## config.mk

```make
export PLATFORM = sky130hd
export DESIGN_NAME = fpmul_share_ctrl
export DESIGN_NICKNAME = d
export VERILOG_FILES = /design/src/rtl/fpmul_share_ctrl.sv
export SDC_FILE = /design/constraint.sdc
export NUM_CORES = 1
export LEC_CHECK = 0
export ABC_CLOCK_PERIOD_IN_PS = 6000
export CORE_MARGIN = 2
export CORE_UTILIZATION = 35
export CTS_CLUSTER_DIAMETER = 40
export CTS_CLUSTER_SIZE = 10
export DETAILED_ROUTE_END_ITERATION = 16
export PLACE_DENSITY = 0.69
export SLEW_MARGIN = 20
export SYNTH_ARGS = -nofsm -noshare
export SYNTH_HDL_FRONTEND = slang
export SYNTH_SLANG_ARGS = --single-unit
```

## constraint.sdc

```tcl
create_clock -name clock -period 6 [get_ports clock]
set_input_delay 1.5 -clock clock [delete_from_list [all_inputs] [get_ports clock]]
set_output_delay 1.5 -clock clock [all_outputs]
set_load 0.01 [all_outputs]
```

## src/rtl/fpmul_share_ctrl.sv

```systemverilog
// Round-robin front end for one free-running serial FP32 multiplier shared by NREQ requesters.
// Operands go out on mul_a in lock-step with the multiplier phase; products land in a 2-entry FIFO.
module fpmul_share_ctrl #(
  parameter int NREQ = 4,
  localparam int IDW = $clog2(NREQ)
) (
  input  logic                 clock,
  input  logic                 nreset,
  input  logic [NREQ-1:0]      req_valid,
  input  logic [NREQ*32-1:0]   req_a,
  input  logic [NREQ*32-1:0]   req_b,
  output logic [NREQ-1:0]      req_ready,
  output logic                 resp_valid,
  input  logic                 resp_ready,
  output logic [IDW-1:0]       resp_id,
  output logic [31:0]          resp_product,
  output logic [31:0]          mul_a,
  input  logic                 mul_ready,
  input  logic [31:0]          mul_product,
  output logic                 busy,
  output logic                 sync_err
);

  typedef enum logic [1:0] {IDLE, OPA, OPB, RESULT} state_t;

  state_t          state_q, state_d;
  logic [IDW-1:0]  rr_q, rr_d;
  logic [IDW-1:0]  id_q, id_d;
  logic [31:0]     b_q, b_d;
  logic [31:0]     mul_a_q, mul_a_d;
  logic            sync_err_q, sync_err_d;
  logic [IDW-1:0]  mid_q [2];
  logic [IDW-1:0]  mid_d [2];
  logic [31:0]     mp_q [2];
  logic [31:0]     mp_d [2];
  logic            rd_q, rd_d, wr_q, wr_d;
  logic [1:0]      cnt_q, cnt_d;

  logic [31:0]     a_arr [NREQ];
  logic [31:0]     b_arr [NREQ];
  logic            found, grant, pop, push, credit_ok;
  logic [IDW-1:0]  win, idx;

  for (genvar g = 0; g < NREQ; g++) begin : g_unpack
    assign a_arr[g] = req_a[g*32 +: 32];
    assign b_arr[g] = req_b[g*32 +: 32];
  end

  // Arbitration and credit: a grant reserves a FIFO slot three cycles ahead.
  always_comb begin
    found = 1'b0;
    win   = '0;
    idx   = '0;
    for (int k = 0; k < NREQ; k++) begin
      idx = IDW'((int'(rr_q) + k) % NREQ);
      if (!found && req_valid[idx]) begin
        found = 1'b1;
        win   = idx;
      end
    end
    push      = (state_q == RESULT);
    pop       = (cnt_q != 2'd0) && resp_ready;
    credit_ok = ({1'b0, cnt_q} + {2'b0, push}) <= (3'd1 + {2'b0, pop});
    grant     = ((state_q == IDLE) || (state_q == RESULT)) && mul_ready && found && credit_ok;
    req_ready = grant ? (NREQ'(1) << win) : '0;
  end

  always_comb begin
    state_d    = state_q;
    rr_d       = rr_q;
    id_d       = id_q;
    b_d        = b_q;
    mul_a_d    = '0;
    sync_err_d = sync_err_q;
    mid_d      = mid_q;
    mp_d       = mp_q;
    rd_d       = rd_q;
    wr_d       = wr_q;
    cnt_d      = cnt_q + 2'(push) - 2'(pop);
    case (state_q)
      IDLE:   if (grant) state_d = OPA;
      OPA:    begin state_d = OPB; mul_a_d = b_q; end
      OPB:    state_d = RESULT;
      RESULT: begin
        // A missing ready here means we drifted out of phase; still capture and carry on.
        if (!mul_ready) sync_err_d = 1'b1;
        state_d = grant ? OPA : IDLE;
      end
      default: state_d = IDLE;
    endcase
    if (grant) begin
      mul_a_d = a_arr[win];
      b_d     = b_arr[win];
      id_d    = win;
      rr_d    = (win == IDW'(NREQ-1)) ? '0 : win + 1'b1;
    end
    if (push) begin
      mid_d[wr_q] = id_q;
      mp_d[wr_q]  = mul_product;
      wr_d        = ~wr_q;
    end
    if (pop) rd_d = ~rd_q;
  end

  always_ff @(posedge clock or negedge nreset) begin
    if (!nreset) begin
      state_q    <= IDLE;
      rr_q       <= '0;
      id_q       <= '0;
      b_q        <= '0;
      mul_a_q    <= '0;
      sync_err_q <= 1'b0;
      mid_q      <= '{default: '0};
      mp_q       <= '{default: '0};
      rd_q       <= 1'b0;
      wr_q       <= 1'b0;
      cnt_q      <= 2'd0;
    end else begin
      state_q    <= state_d;
      rr_q       <= rr_d;
      id_q       <= id_d;
      b_q        <= b_d;
      mul_a_q    <= mul_a_d;
      sync_err_q <= sync_err_d;
      mid_q      <= mid_d;
      mp_q       <= mp_d;
      rd_q       <= rd_d;
      wr_q       <= wr_d;
      cnt_q      <= cnt_d;
    end
  end

  assign resp_valid   = (cnt_q != 2'd0);
  assign resp_id      = resp_valid ? mid_q[rd_q] : '0;
  assign resp_product = resp_valid ? mp_q[rd_q] : '0;
  assign mul_a        = mul_a_q;
  assign busy         = (state_q != IDLE);
  assign sync_err     = sync_err_q;

endmodule

```

==> results by stage, run 1 <==
Placed design:
- The count of buffers added on input and output ports is 368.
- Detailed placement ended at an HPWL of between 20000 and 25000 µm.
- The routability congestion estimate is 0.811.
- Prior to clock tree synthesis, the placed netlist has a worst setup slack of 605 ps.
- The instance count after placement with tap cells included is between 1000 and 1500.

Power:
- Summing internal, switching and leakage power gives ~5800 µW.
- The worst supply voltage drop on vdd is 0.186 mV.
- The static leakage is 0.00540 µW.
- Dividing total power by cell area gives a power density of 455 mW/mm².

Clock network:
- The depth of the CTS H-tree is 4.
- Clock latency on the worst-skew pair, taken at its later pin, is 420 ps.
- The number of hold buffers added after CTS is 0.
- After clock tree synthesis, the clock-pin slew on the worst setup and hold paths is 60 ps.
- TritonCTS built the clock tree.
- Clock tree synthesis selected as its root buffer the cell sky130_fd_sc_hd__clkbuf_16.
- No sink is reached through more buffers than the 2 on the longest clock path.
- The total setup buffers inserted after CTS is 0.
- The post-cts repair resize count is 0.
- In this run, CTS created clock tree buffers numbering 17.
- The total clock sinks is 143.

Layout:
- Summing all flip-flop and latch instances after layout gives 0.00358 mm².
- The top cell types in the final layout, fill and taps aside, are 367 x sky130_fd_sc_hd__clkdlybuf4s50_1, 142 x sky130_fd_sc_hd__dfrtp_1, 131 x sky130_fd_sc_hd__mux2i_1.
- The post-layout instance count excluding filler cells is 1415.
- From synthesis to final layout, the design area changed by 54.5%.
- Summing all multi-input logic gate instances after layout gives 0.00430 mm².
- The count of filler cells inserted in the layout is 2121.
- The net count of the finished layout is between 1000 and 1500.
- The most frequent standard cell in the layout excluding fill and tap cells is sky130_fd_sc_hd__clkdlybuf4s50_1.
- In the final layout, the share of cells above drive strength 1 is 14.7%.

Worst setup path:
- The arrival time reported for the critical path endpoint is 3880 ps.
- Traced cell by cell, the critical path runs through clkdlybuf4s50_1 -> nand2_1 -> inv_1 -> fa_1 -> nor3b_1 -> o2111ai_4 -> nor2_1 -> clkdlybuf4s50_1.
- In this design, the largest share of critical-path delay is due to buffers and inverters.
- The maximum single-stage delay on the critical path is 540 ps.
- The most numerous cell type found on the critical path is sky130_fd_sc_hd__clkdlybuf4s50_1.
- STA classifies the critical path startpoint as a primary input.
- The number of buffers and inverters on the critical path is 3.
- The required time of the critical path is 4500 ps.
- The kind of critical path is in -> out.
- The maximum fanout count along the critical path is 5.
- Among all stages on the critical path, the largest delay is contributed by sky130_fd_sc_hd__clkdlybuf4s50_1.
- The type of element capturing the critical path is an output port.

Timing:
- The share of the clock period used by the worst path is 89.7%.
- The number of max-slew violations in the final report is 0.
- Setup violations remaining at the end of the flow were counted as 0.
- The final critical delay including setup and external delays is 5380 ps.
- The relative slew slack is around 29%.
- Across the routed clock network, the largest skew measured is 9.36 ps.
- Setup repair after global routing left no endpoint under its margin.
- The number of hold violations in the final report is 0.
- The setup total negative slack is 0 ps.
- The maximum clock frequency is around 0.19 GHz.
- The final-layout worst hold slack is 483 ps.
- The worst-margin pin slew is 1070 ps.
- The post-layout worst setup margin is 619 ps.

GRT:
- Global routing used a little over a fifth of the available tracks across all layers.
- The via count of the first global-routing pass is 7142.
- For this run the aggregate overflow at the end of global routing stands at 0.
- The global-route wire length before repair is 40200 µm.
- The number of antenna violations at the first check in global routing is 5.
- Entering global routing, the biggest net connects 65 pins.

Yosys:
- The synthesized netlist cell count is 739.
- Summing the sequential cell areas from Yosys gives 43.3% of the chip area.
- The count of different cell masters after synthesis is 44.
- Dividing the synthesized area by the synthesized cell count gives 11.2 µm².
- The post-synthesis cell area is 0.00827 mm².
- Counting every net in the synthesized netlist gives 1049.
- Yosys printed 0 warnings.
- The post-synthesis register bit count is around 140.

Detailed routing:
- The mean number of vias per cell is 4.88.
- For this block, the via count after detailed routing is 6905.
- The pre-antenna-repair detailed-routing pass consisted of 4 iterations.
- The total wirelength of the detailed-routed design is ~27000 µm.
- The average wire per cell in the routed design is 18.9 µm.
- After detailed routing, the number of remaining DRC violations is 0.
- The DRC violation total after the first TritonRoute iteration is 316.
- Once detail routing completed, the nets flagged for antenna violations numbered 0.

Floorplan:
- The I/O pin count is 369.
- The row count is between 50 and 60.
- The floorplan step set the die height to 158 µm.
- The die covers 0.0249 mm².
- The die span in x is 158 µm.
- For this configuration, the core starts out at a cell density of 35.5%.
- The floorplan step defined a core boundary enclosing 0.0233 mm².

Job:
- The count of max-cap constraint violations is 0.

Status:
- The run finished with clean final reports.

Min path:
- The worst hold path belongs to the class reg -> reg.
logic make-up (layout without fill, tap and decap cells):
group	after synthesis	count (layout)	share of synthesized area [%]
muxes	200	200	25.2
and+or+nand+nor	158	158	9.05
DFF	143	143	43.3
AOI/OAI and AO/OA	140	140	14.5
buffers and inverters	80	433	5.32
adders and majority gates	14	14	2.21
xor gates and xnor gates	4	4	0.424
other	0	4	0
synthesized netlist by cell type, drive strengths merged:
library cell  number  area share, %
a21boi            32            2.9
a21oi              3           0.18
and2               2           0.15
and3              33            2.5
and3b              1           0.11
buf               34            3.2
clkbuf            27            1.2
dfrtp            143             43
fa                 1           0.24
ha                13            2.0
inv               19           0.86
mux2              69            9.4
mux2i            131             16
nand2             69            3.1
nand2b             2           0.24
nand3              2           0.12
nand3b             1          0.091
nor2              42            1.9
nor2b              1          0.076
nor3               1           0.20
nor3b              1          0.091
nor4               1           0.26
o2111ai            1           0.18
o211ai            32            2.9
o21a               2           0.27
o21ai             35            2.1
o21bai             1          0.091
o221a              1           0.14
o221ai            32            5.6
o31a               1           0.12
or2                1          0.076
or4                1          0.091
xnor2              3           0.32
xor2               1           0.11
flip-flops by register name, indices dropped and copies added, names as in the netlist:
name / flops
b_q: 32
cnt_q: 2
id_q: 2
mid_q: 4
mp_q: 64
mul_a: 32
rd_q: 1
rr_q: 2
state_q: 2
sync_err: 1
wr_q: 1
report_power, final:
group | internal (µW) | leakage, µW | switching (µW)
combinational | 1600 | 0.00336 | 1490
sequential | 1410 | 0.00175 | 230
clock | 639 | 0.000290 | 447
total | 3650 | 0.00540 | 2160
path summary, 6_finish.rpt:
path	start	end	slack [ps]	cells past startpoint
min reg2reg	sync_err	sync_err	480	1
max	resp_ready	req_ready[3]	620	8
min in group asynchronous	nreset	mp_q[19]	990	1
min	sync_err	sync_err	480	1
max in group asynchronous	nreset	rd_q	3890	2
max reg2reg	cnt_q[1]	b_q[0]	1880	12
cell type report:
type	count	share of cell area, %
multi-input cells	516	33.6
repair buffers	382	29.9
flip-flops and latches	143	28.0
clock buffers	18	3.44
well taps	319	3.12
clock inverters	14	1.32
inverters	19	0.558
diodes	4	0.0783
worst register-to-register path: stages (launching register included):
cell and delay (ps):
sky130_fd_sc_hd__dfrtp_1 430, sky130_fd_sc_hd__nor2_2 120, sky130_fd_sc_hd__buf_4 350, sky130_fd_sc_hd__inv_1 110, sky130_fd_sc_hd__nand2_1 200, sky130_fd_sc_hd__inv_1 110, sky130_fd_sc_hd__fa_1 490, sky130_fd_sc_hd__o31a_2 380
sky130_fd_sc_hd__o2111ai_4 250, sky130_fd_sc_hd__buf_4 480, sky130_fd_sc_hd__nand2b_4 620, sky130_fd_sc_hd__buf_12 310, sky130_fd_sc_hd__o221ai_1 130
metrics by stage:
step           area, µm²  util [%]
2_1_floorplan       8270         -
3_3_place_gp       12200      52.1
3_5_place_dp       12200      52.1
4_1_cts            12800      54.7
5_1_grt            12800      54.7
6_report           12800      54.8
per-layer routing:
metal / GRT usage (%) / vias up / share of wire [%]
met3: 5.97 / 32 / 7.5
met5: 0 / - / 0.049
met1: 26.2 / 3268 / 41
met2: 36.0 / 237 / 50
li1: - / 3366 / -
met4: 6.75 / 2 / 2.1
(Power assumes the default switching activity.)
==> inputs of run 2 (changes only) <==
--- a/config.mk
+++ b/config.mk
@@ -12,6 +12,7 @@
 export CTS_CLUSTER_SIZE = 10
 export DETAILED_ROUTE_END_ITERATION = 16
 export PLACE_DENSITY = 0.69
+export REMOVE_ABC_BUFFERS = 1
 export SLEW_MARGIN = 20
 export SYNTH_ARGS = -nofsm -noshare
 export SYNTH_HDL_FRONTEND = slang
==> run 2 against run 1 <==
  * Die area stayed put
  * Cell count barely moved
  * Clock skew increased by 4.0 ps
  * Clock power hardly changed
  * Count of clock-buffer cells in the layout shrank 1
  * Critical path depth unchanged
  * Register-to-register slack improved by 480 ps
  * Worst setup slack worse by 140 ps
  * Utilization did not move
  * Cell area stayed put
==> results by stage, run 2 (same netlist as run 1, synthesis figures left out) <==
Status:
- Status: finished clean (unchanged).

Detailed routing:
- The mean number of vias per cell is 4.91 (was 4.88).
- The number of search-and-repair iterations in the first detailed-routing pass is 4 (unchanged).
- The DRC violation total after the first TritonRoute iteration is 269 (was 316).
- The number of vias after detailed routing is 6943 (was 6905).
- The final routed DRC violation total came to 0 (unchanged).
- The post-detailed-route count of antenna-violating nets was 0 (unchanged).
- The average wire per cell in the routed design is 18.4 µm (was 18.9 µm).
- The total wirelength of the detailed-routed design is 26000 µm (was 26700 µm).

Timing:
- The worst-margin pin slew is 1120 ps (was 1070 ps).
- The number of hold violations in the final report came to 0 (unchanged).
- The maximum clock frequency came to 0.181 GHz (was 0.186 GHz).
- The number of max-slew violations in the final report was 0 (unchanged).
- The final-layout worst hold slack is 488 ps (was 483 ps).
- The final critical delay including setup and external delays is 5530 ps (was 5380 ps).
- Setup repair after global routing missed its margin: no (unchanged).
- The share of the clock period used by the worst path came to 92.1% (was 89.7%).
- The setup skew after layout is 13.3 ps (was 9.36 ps).
- The final setup violation count came to 0 (unchanged).
- The relative slew slack is 25.1% (was 28.7%).

Clock network:
- The maximum count of clock buffers along a single path is 2 (unchanged).
- The clock-pin slew on the worst setup and hold paths is 60 ps (about the same).
- The insertion delay to the later sink of the worst-skew pair is 420 ps (about the same).
- The post-cts repair resize count is 0 (unchanged).
- The total clock sinks is 143 (unchanged).
- The depth of the CTS H-tree was 4 (unchanged).
- The number of hold buffers added after CTS is 0 (unchanged).
- The number of clock buffers inserted by TritonCTS was 17 (unchanged).
- The cell at the root of the clock tree is sky130_fd_sc_hd__clkbuf_16 (unchanged).
- The total setup buffers inserted after CTS is 0 (unchanged).
- The TritonCTS clock tree is done (unchanged).

Floorplan:
- The die span in x is 158 µm (unchanged).
- The floorplan die height is 158 µm (unchanged).
- The placeable core area came to 0.0233 mm² (unchanged).
- The row count is 56 (unchanged).
- The I/O pin count is 369 (unchanged).
- The full die area is 0.0249 mm² (unchanged).
- The initial cell density of the core is 35.5% (unchanged).

Power:
- The clock share of power was 18.5% (was 18.7%).
- The switching power of the nets is 2170 µW (was 2160 µW).
- The power per standard cell area was 456 mW/mm² (was 455 mW/mm²).
- The share of total power in combinational logic is 52.5% (was 53.1%).
- The total power was 5830 µW (was 5810 µW).
- The worst supply voltage drop on vdd was 0.276 mV (was 0.186 mV).
- The static leakage is 0.00540 µW (about the same).
- The proportion of total power due to net switching was 37.3% (was 37.2%).
- The internal power consumption was 3660 µW (was 3650 µW).
- The sequential share of power is 28.9% (was 28.2%).

Worst setup path:
- The capturing point of the worst reg2reg path was b_q[0] (unchanged).
- The arrival time reported for the critical path endpoint came to 4030 ps (was 3880 ps).
- The cell occurring most often along the worst timing path is sky130_fd_sc_hd__clkdlybuf4s50_1 (unchanged).
- The kind of critical path was in -> out (unchanged).
- The minimum setup slack among reg-to-reg paths is 2360 ps (was 1880 ps).
- The element type at the critical path start is a primary input (unchanged).
- The maximum fanout count along the critical path is 6 (was 5).
- The required time of the critical path is 4500 ps (about the same).
- The slowest library cell on the worst path was sky130_fd_sc_hd__clkdlybuf4s50_1 (unchanged).
- The type of element capturing the critical path is an output port (unchanged).
- The startpoint of the worst register-to-register path is state_q[0] (was cnt_q[1]).
- The maximum single-stage delay on the critical path came to 620 ps (was 540 ps).
- The depth of the worst register-to-register path is 10 (was 12).
- Cells traversed along the worst timing path: clkdlybuf4s50_1 -> nand2_1 -> inv_1 -> fa_1 -> nor3b_1 -> o2111ai_4 -> nor2_1 -> clkdlybuf4s50_1 (unchanged).

Placed design:
- The number of input and output port buffers inserted was 368 (unchanged).
- The instance count after placement with tap cells included is 1379 (unchanged).
- The routability congestion estimate is 0.793 (was 0.811).
- The final HPWL from detailed placement came to 19400 µm (was 20200 µm).
- The area of placed instances is 0.0122 mm² (about the same).

Min path:
- The end of the worst hold path is b_q[24] (was sync_err).
- The number of cells on the worst hold path is 2 (was 1).
- The type of the worst min-delay path is reg -> reg (unchanged).
- The start point of the worst hold path is b_q[24] (was sync_err).

Layout:
- The number of flip-flops in the largest register is 64 (unchanged).
- The sequential cell area in the final layout is 0.00358 mm² (unchanged).
- The area added between synthesis and finish is 54.5% (unchanged).
- The post-layout instance count excluding filler cells is 1414 (was 1415).
- Commonest cells after routing, fill and taps aside: 367 x sky130_fd_sc_hd__clkdlybuf4s50_1, 142 x sky130_fd_sc_hd__dfrtp_1, 131 x sky130_fd_sc_hd__mux2i_1 (unchanged).
- The fraction of final layout cells with drive strength greater than 1 came to 14.7% (unchanged).
- The net count of the finished layout was 1389 (unchanged).
- The register with the most flip-flops is mp_q (unchanged).
- The count of filler cells inserted in the layout is 2106 (was 2121).
- The final standard cell utilization of the core is 54.8% (unchanged).
- The footprint of the multi-input gates is 0.00430 mm² (unchanged).
- The final design instance area without fill came to 0.0128 mm² (unchanged).
- The most frequent standard cell in the layout excluding fill and tap cells was sky130_fd_sc_hd__clkdlybuf4s50_1 (unchanged).

GRT:
- The number of antenna violations at the first check in global routing is 3 (was 5).
- The via count of the first global-routing pass is 7131 (was 7142).
- The remaining global-route overflow is 0 (unchanged).
- The total track usage was 20.6% (was 21.3%).
- The global-route wire length before repair is 39100 µm (was 40200 µm).
- The pin count of the biggest net entering global routing is 102 (was 65).

Job:
- The count of max-cap constraint violations is 0 (unchanged).
## run 2: cell types whose count changed in the layout (fill, tap and decap cells not counted), sizes merged
cell / previous run / this run
clkinvlp: 3 / 2
clkbuf: 18 / 17
diode: 4 / 3
clkinv: 1 / 3
## run 2: critical path, delay by kind of cell
| family | cells | cell delay (ps) |
|---|---|---|
| AND/OR/NAND/NOR | 3 | 650 |
| AO/OA/AOI/OAI | 1 | 200 |
| adder cells (fa/ha/maj) | 1 | 450 |
| buffers and inverters | 3 | 1230 |
## run 2: routing by layer
layer	up-vias	wire length (µm)	global-route usage, %	part of all wire [%]
met2	240	13300	36.4	51
met4	0	463	6.75	1.8
met3	28	2100	6.60	8.1
met1	3332	10200	23.4	39
met5	-	0	0	0
li1	3343	-	-	-
## run 2: how the worst max path moves through the flow
stage                               to  slack [ps]         start
final                     req_ready[2]         470    resp_ready
after global routing      req_ready[2]         320    resp_ready
after CTS                 req_ready[2]         460    resp_ready
after detailed placement  req_ready[2]         500    resp_ready
after global placement    req_ready[2]         510    resp_ready
after floorplan           req_ready[0]       -2860  req_valid[3]
## run 2: per-stage QoR
| stage | setup TNS, ps | setup WS [ps] |
|---|---|---|
| floorplan | -94000 | -2860 |
| global placement | 0 | 511 |
| detailed placement | 0 | 501 |
| CTS | 0 | 463 |
| global route | 0 | 322 |
| finish | 0 | 475 |
## run 2: power groups by stage
stage,logic (µW),registers (µW),clock network (µW)
detailed placement,3110,1700,0
global route,3360,1740,1150
floorplan,1890,1650,0
finish,3060,1690,1080
CTS,3120,1690,1110
global placement,3060,1700,0
## run 2: final cells by class
type / count / share of cell area [%]
multi-input combinational: 516 / 33.6
antenna: 3 / 0.0587
clock buffer: 17 / 3.33
timing repair buffer: 382 / 30.0
inverter: 19 / 0.558
tap: 319 / 3.12
sequential: 143 / 28.0
clock inverter: 15 / 1.35
==> inputs of run 3 (changes only) <==
--- a/config.mk
+++ b/config.mk
@@ -5,13 +5,13 @@
 export SDC_FILE = /design/constraint.sdc
 export NUM_CORES = 1
 export LEC_CHECK = 0
-export ABC_CLOCK_PERIOD_IN_PS = 6000
+export ABC_CLOCK_PERIOD_IN_PS = 4900
 export CORE_MARGIN = 2
 export CORE_UTILIZATION = 35
 export CTS_CLUSTER_DIAMETER = 40
 export CTS_CLUSTER_SIZE = 10
 export DETAILED_ROUTE_END_ITERATION = 16
-export PLACE_DENSITY = 0.69
+export PLACE_DENSITY = 0.72
 export REMOVE_ABC_BUFFERS = 1
 export SLEW_MARGIN = 20
 export SYNTH_ARGS = -nofsm -noshare
==> constraint.sdc (replaced) <==
create_clock -name clock -period 4.9 [get_ports clock]
set_input_delay 1.225 -clock clock [delete_from_list [all_inputs] [get_ports clock]]
set_output_delay 1.225 -clock clock [all_outputs]
set_load 0.01 [all_outputs]
==> run 3 against run 2 <==
  * Worst setup slack worse by 360 ps
  * Critical path type unchanged
  * Highest routed layer is now met5
  * Via count is 0.85% higher
  * Global-route usage is 0.15 points higher
  * Utilization hardly changed
  * Largest cell class unchanged
  * Critical endpoint is now req_ready[3]
==> results by stage, run 3 (same netlist as run 1, synthesis figures left out) <==
Detailed routing:
- The average wire per cell in the routed design was 18.4 µm (about the same).
- The post-detailed-route count of antenna-violating nets was 0 (unchanged).
- The DRC violation total after the first TritonRoute iteration is 298 (was 269).
- The mean number of vias per cell is 4.95 (was 4.91).
- The total wirelength of the detailed-routed design is 26100 µm (was 26000 µm).
- The final routed DRC violation total is 0 (unchanged).
- The number of search-and-repair iterations in the first detailed-routing pass is 4 (unchanged).
- The number of vias after detailed routing is 7002 (was 6943).

Floorplan:
- The initial cell density of the core is 35.5% (unchanged).
- The I/O pin count is 369 (unchanged).
- The full die area is 0.0249 mm² (unchanged).
- The floorplan die height is 158 µm (unchanged).
- The die span in x is 158 µm (unchanged).
- The placeable core area was 0.0233 mm² (unchanged).
- The row count was 56 (unchanged).

Layout:
- The number of flip-flops in the largest register is 64 (unchanged).
- The footprint of the multi-input gates came to 0.00430 mm² (about the same).
- The register with the most flip-flops is mp_q (unchanged).
- The area added between synthesis and finish is 54.5% (about the same).
- Commonest cells after routing, fill and taps aside: 367 x sky130_fd_sc_hd__clkdlybuf4s50_1, 142 x sky130_fd_sc_hd__dfrtp_1, 131 x sky130_fd_sc_hd__mux2i_1 (unchanged).
- The sequential cell area in the final layout is 0.00358 mm² (unchanged).
- The fraction of final layout cells with drive strength greater than 1 came to 15.0% (was 14.7%).
- The net count of the finished layout came to 1391 (was 1389).
- The most frequent standard cell in the layout excluding fill and tap cells is sky130_fd_sc_hd__clkdlybuf4s50_1 (unchanged).
- The count of filler cells inserted in the layout came to 2132 (was 2106).

Clock network:
- The number of clock buffers inserted by TritonCTS is 17 (unchanged).
- The TritonCTS clock tree was done (unchanged).
- The post-cts repair resize count came to 0 (unchanged).
- The maximum count of clock buffers along a single path is 2 (unchanged).
- The depth of the CTS H-tree is 4 (unchanged).
- The insertion delay to the later sink of the worst-skew pair was 410 ps (was 420 ps).
- The total clock sinks is 143 (unchanged).
- The clock-pin slew on the worst setup and hold paths is 60 ps (about the same).
- The number of hold buffers added after CTS is 0 (unchanged).
- The total setup buffers inserted after CTS is 0 (unchanged).
- The cell at the root of the clock tree is sky130_fd_sc_hd__clkbuf_16 (unchanged).

Status:
- Status: finished clean (unchanged).

GRT:
- The via count of the first global-routing pass is 6967 (was 7131).
- The global routing usage on met2 came to 35.7% (was 36.4%).
- The number of antenna violations at the first check in global routing is 4 (was 3).
- The global routing usage on met3 is 6.08% (was 6.60%).
- The global routing's busiest layer is met2 (unchanged).
- The global-route wire length before repair was 39400 µm (was 39100 µm).
- The met1 capacity usage during global routing came to 24.9% (was 23.4%).
- The total track usage is 20.7% (was 20.6%).
- The remaining global-route overflow came to 0 (unchanged).
- The pin count of the biggest net entering global routing is 87 (was 102).

Worst setup path:
- The critical path's top delay family is buffers and inverters (unchanged).
- Cells traversed along the worst timing path: clkdlybuf4s50_1 -> nand2_1 -> inv_1 -> fa_1 -> nor3b_1 -> o2111ai_4 -> nor2_1 -> clkdlybuf4s50_1 (unchanged).
- The maximum single-stage delay on the critical path is 550 ps (was 620 ps).
- The element type at the critical path start was a primary input (unchanged).
- The required time of the critical path is 3670 ps (was 4500 ps).
- The cell occurring most often along the worst timing path is sky130_fd_sc_hd__clkdlybuf4s50_1 (unchanged).
- The slowest library cell on the worst path was sky130_fd_sc_hd__clkdlybuf4s50_1 (unchanged).
- The kind of critical path is in -> out (unchanged).
- The type of element capturing the critical path is an output port (unchanged).
- The maximum fanout count along the critical path was 5 (was 6).
- The arrival time reported for the critical path endpoint came to 3560 ps (was 4030 ps).
- The number of buffers and inverters on the critical path came to 3 (unchanged).

Job:
- The count of max-cap constraint violations is 0 (unchanged).

Min path:
- The type of the worst min-delay path is reg -> reg (unchanged).

Timing:
- Setup repair after global routing missed its margin: no (unchanged).
- The final critical delay including setup and external delays is 4780 ps.
- The setup skew after layout is 7.61 ps (was 13.3 ps).
- The worst path uses 97.6% of the clock period.
- The worst-margin pin slew was 1070 ps (was 1120 ps).
- The setup total negative slack was 0 ps (unchanged).
- The final setup violation count is 0 (unchanged).
- The relative slew slack is 28.8% (was 25.1%).
- Timing would allow up to approximately 0.21 GHz.
- The number of hold violations in the final report is 0 (unchanged).
- The number of max-slew violations in the final report is 0 (unchanged).

Placed design:
- The final HPWL from detailed placement is 19400 µm (about the same).
- The number of input and output port buffers inserted is 368 (unchanged).
- The routability congestion estimate is 0.789 (was 0.793).

Power:
- The worst supply voltage drop on vdd is 0.254 mV (was 0.276 mV).
- The total power is 7090 µW (was 5830 µW).
- The power per standard cell area is 555 mW/mm² (was 456 mW/mm²).
- The static leakage is 0.00540 µW (about the same).
run 3: cell count changes in the layout (fill, tap and decap cells not counted), sizes merged:
cell / before / now
bufinv: 2 / 0
buf: 15 / 17
inv: 27 / 28
clkinvlp: 2 / 1
clkbuf: 17 / 18
diode: 3 / 2
clkinv: 3 / 4
run 3: layout make-up:
cell class / count / share of cell area, %
inverters: 19 / 0.558
multi-input cells: 516 / 33.6
diodes: 2 / 0.0392
clock buffers: 18 / 3.44
repair buffers: 384 / 30.1
well taps: 319 / 3.12
flip-flops and latches: 143 / 28.0
clock inverters: 14 / 1.15
run 3: metrics by stage:
stage / cell area (µm²) / setup WS [ps] / hold WS [ps] / std cells / util [%]
after CTS: 12800 / 103 / 492 / 1413 / 54.8
final: 12800 / 116 / 490 / 1415 / 54.8
after global placement: 12200 / 151 / 473 / 1381 / 52.2
after global routing: 12800 / 7.01 / 515 / 1415 / 54.8
after floorplan: 7900 / -3410 / 456 / 678 / -
after detailed placement: 12200 / 105 / 472 / 1381 / 52.2
run 3: worst min-delay path, stage by stage, from the launching register on:
cell and delay, ps:
sky130_fd_sc_hd__dfrtp_1 340, sky130_fd_sc_hd__nand2_1 60, sky130_fd_sc_hd__o221ai_2 50
run 3: power breakdown:
group          leakage, µW  total [µW]  switching, µW  internal (µW)
Sequential         0.00175        2060            330           1730
Combinational      0.00337        3760           1780           1980
Clock             0.000286        1270            578            693
run 3: worst paths after layout:
path	to	start	cells past startpoint	slack, ps
max	req_ready[3]	resp_ready	8	120
min	b_q[28]	b_q[28]	2	490
max reg2reg	b_q[0]	state_q[0]	10	1290
min reg2reg	b_q[28]	b_q[28]	2	490
max in group asynchronous	b_q[11]	nreset	2	3240
min in group asynchronous	mp_q[18]	nreset	1	770
run 3: routing by layer:
metal  routed length (µm)  vias up
li1                     -     3364
met1                10500     3346
met2                13200      253
met3                 1880       35
met4                  521        4
met5                   27        -
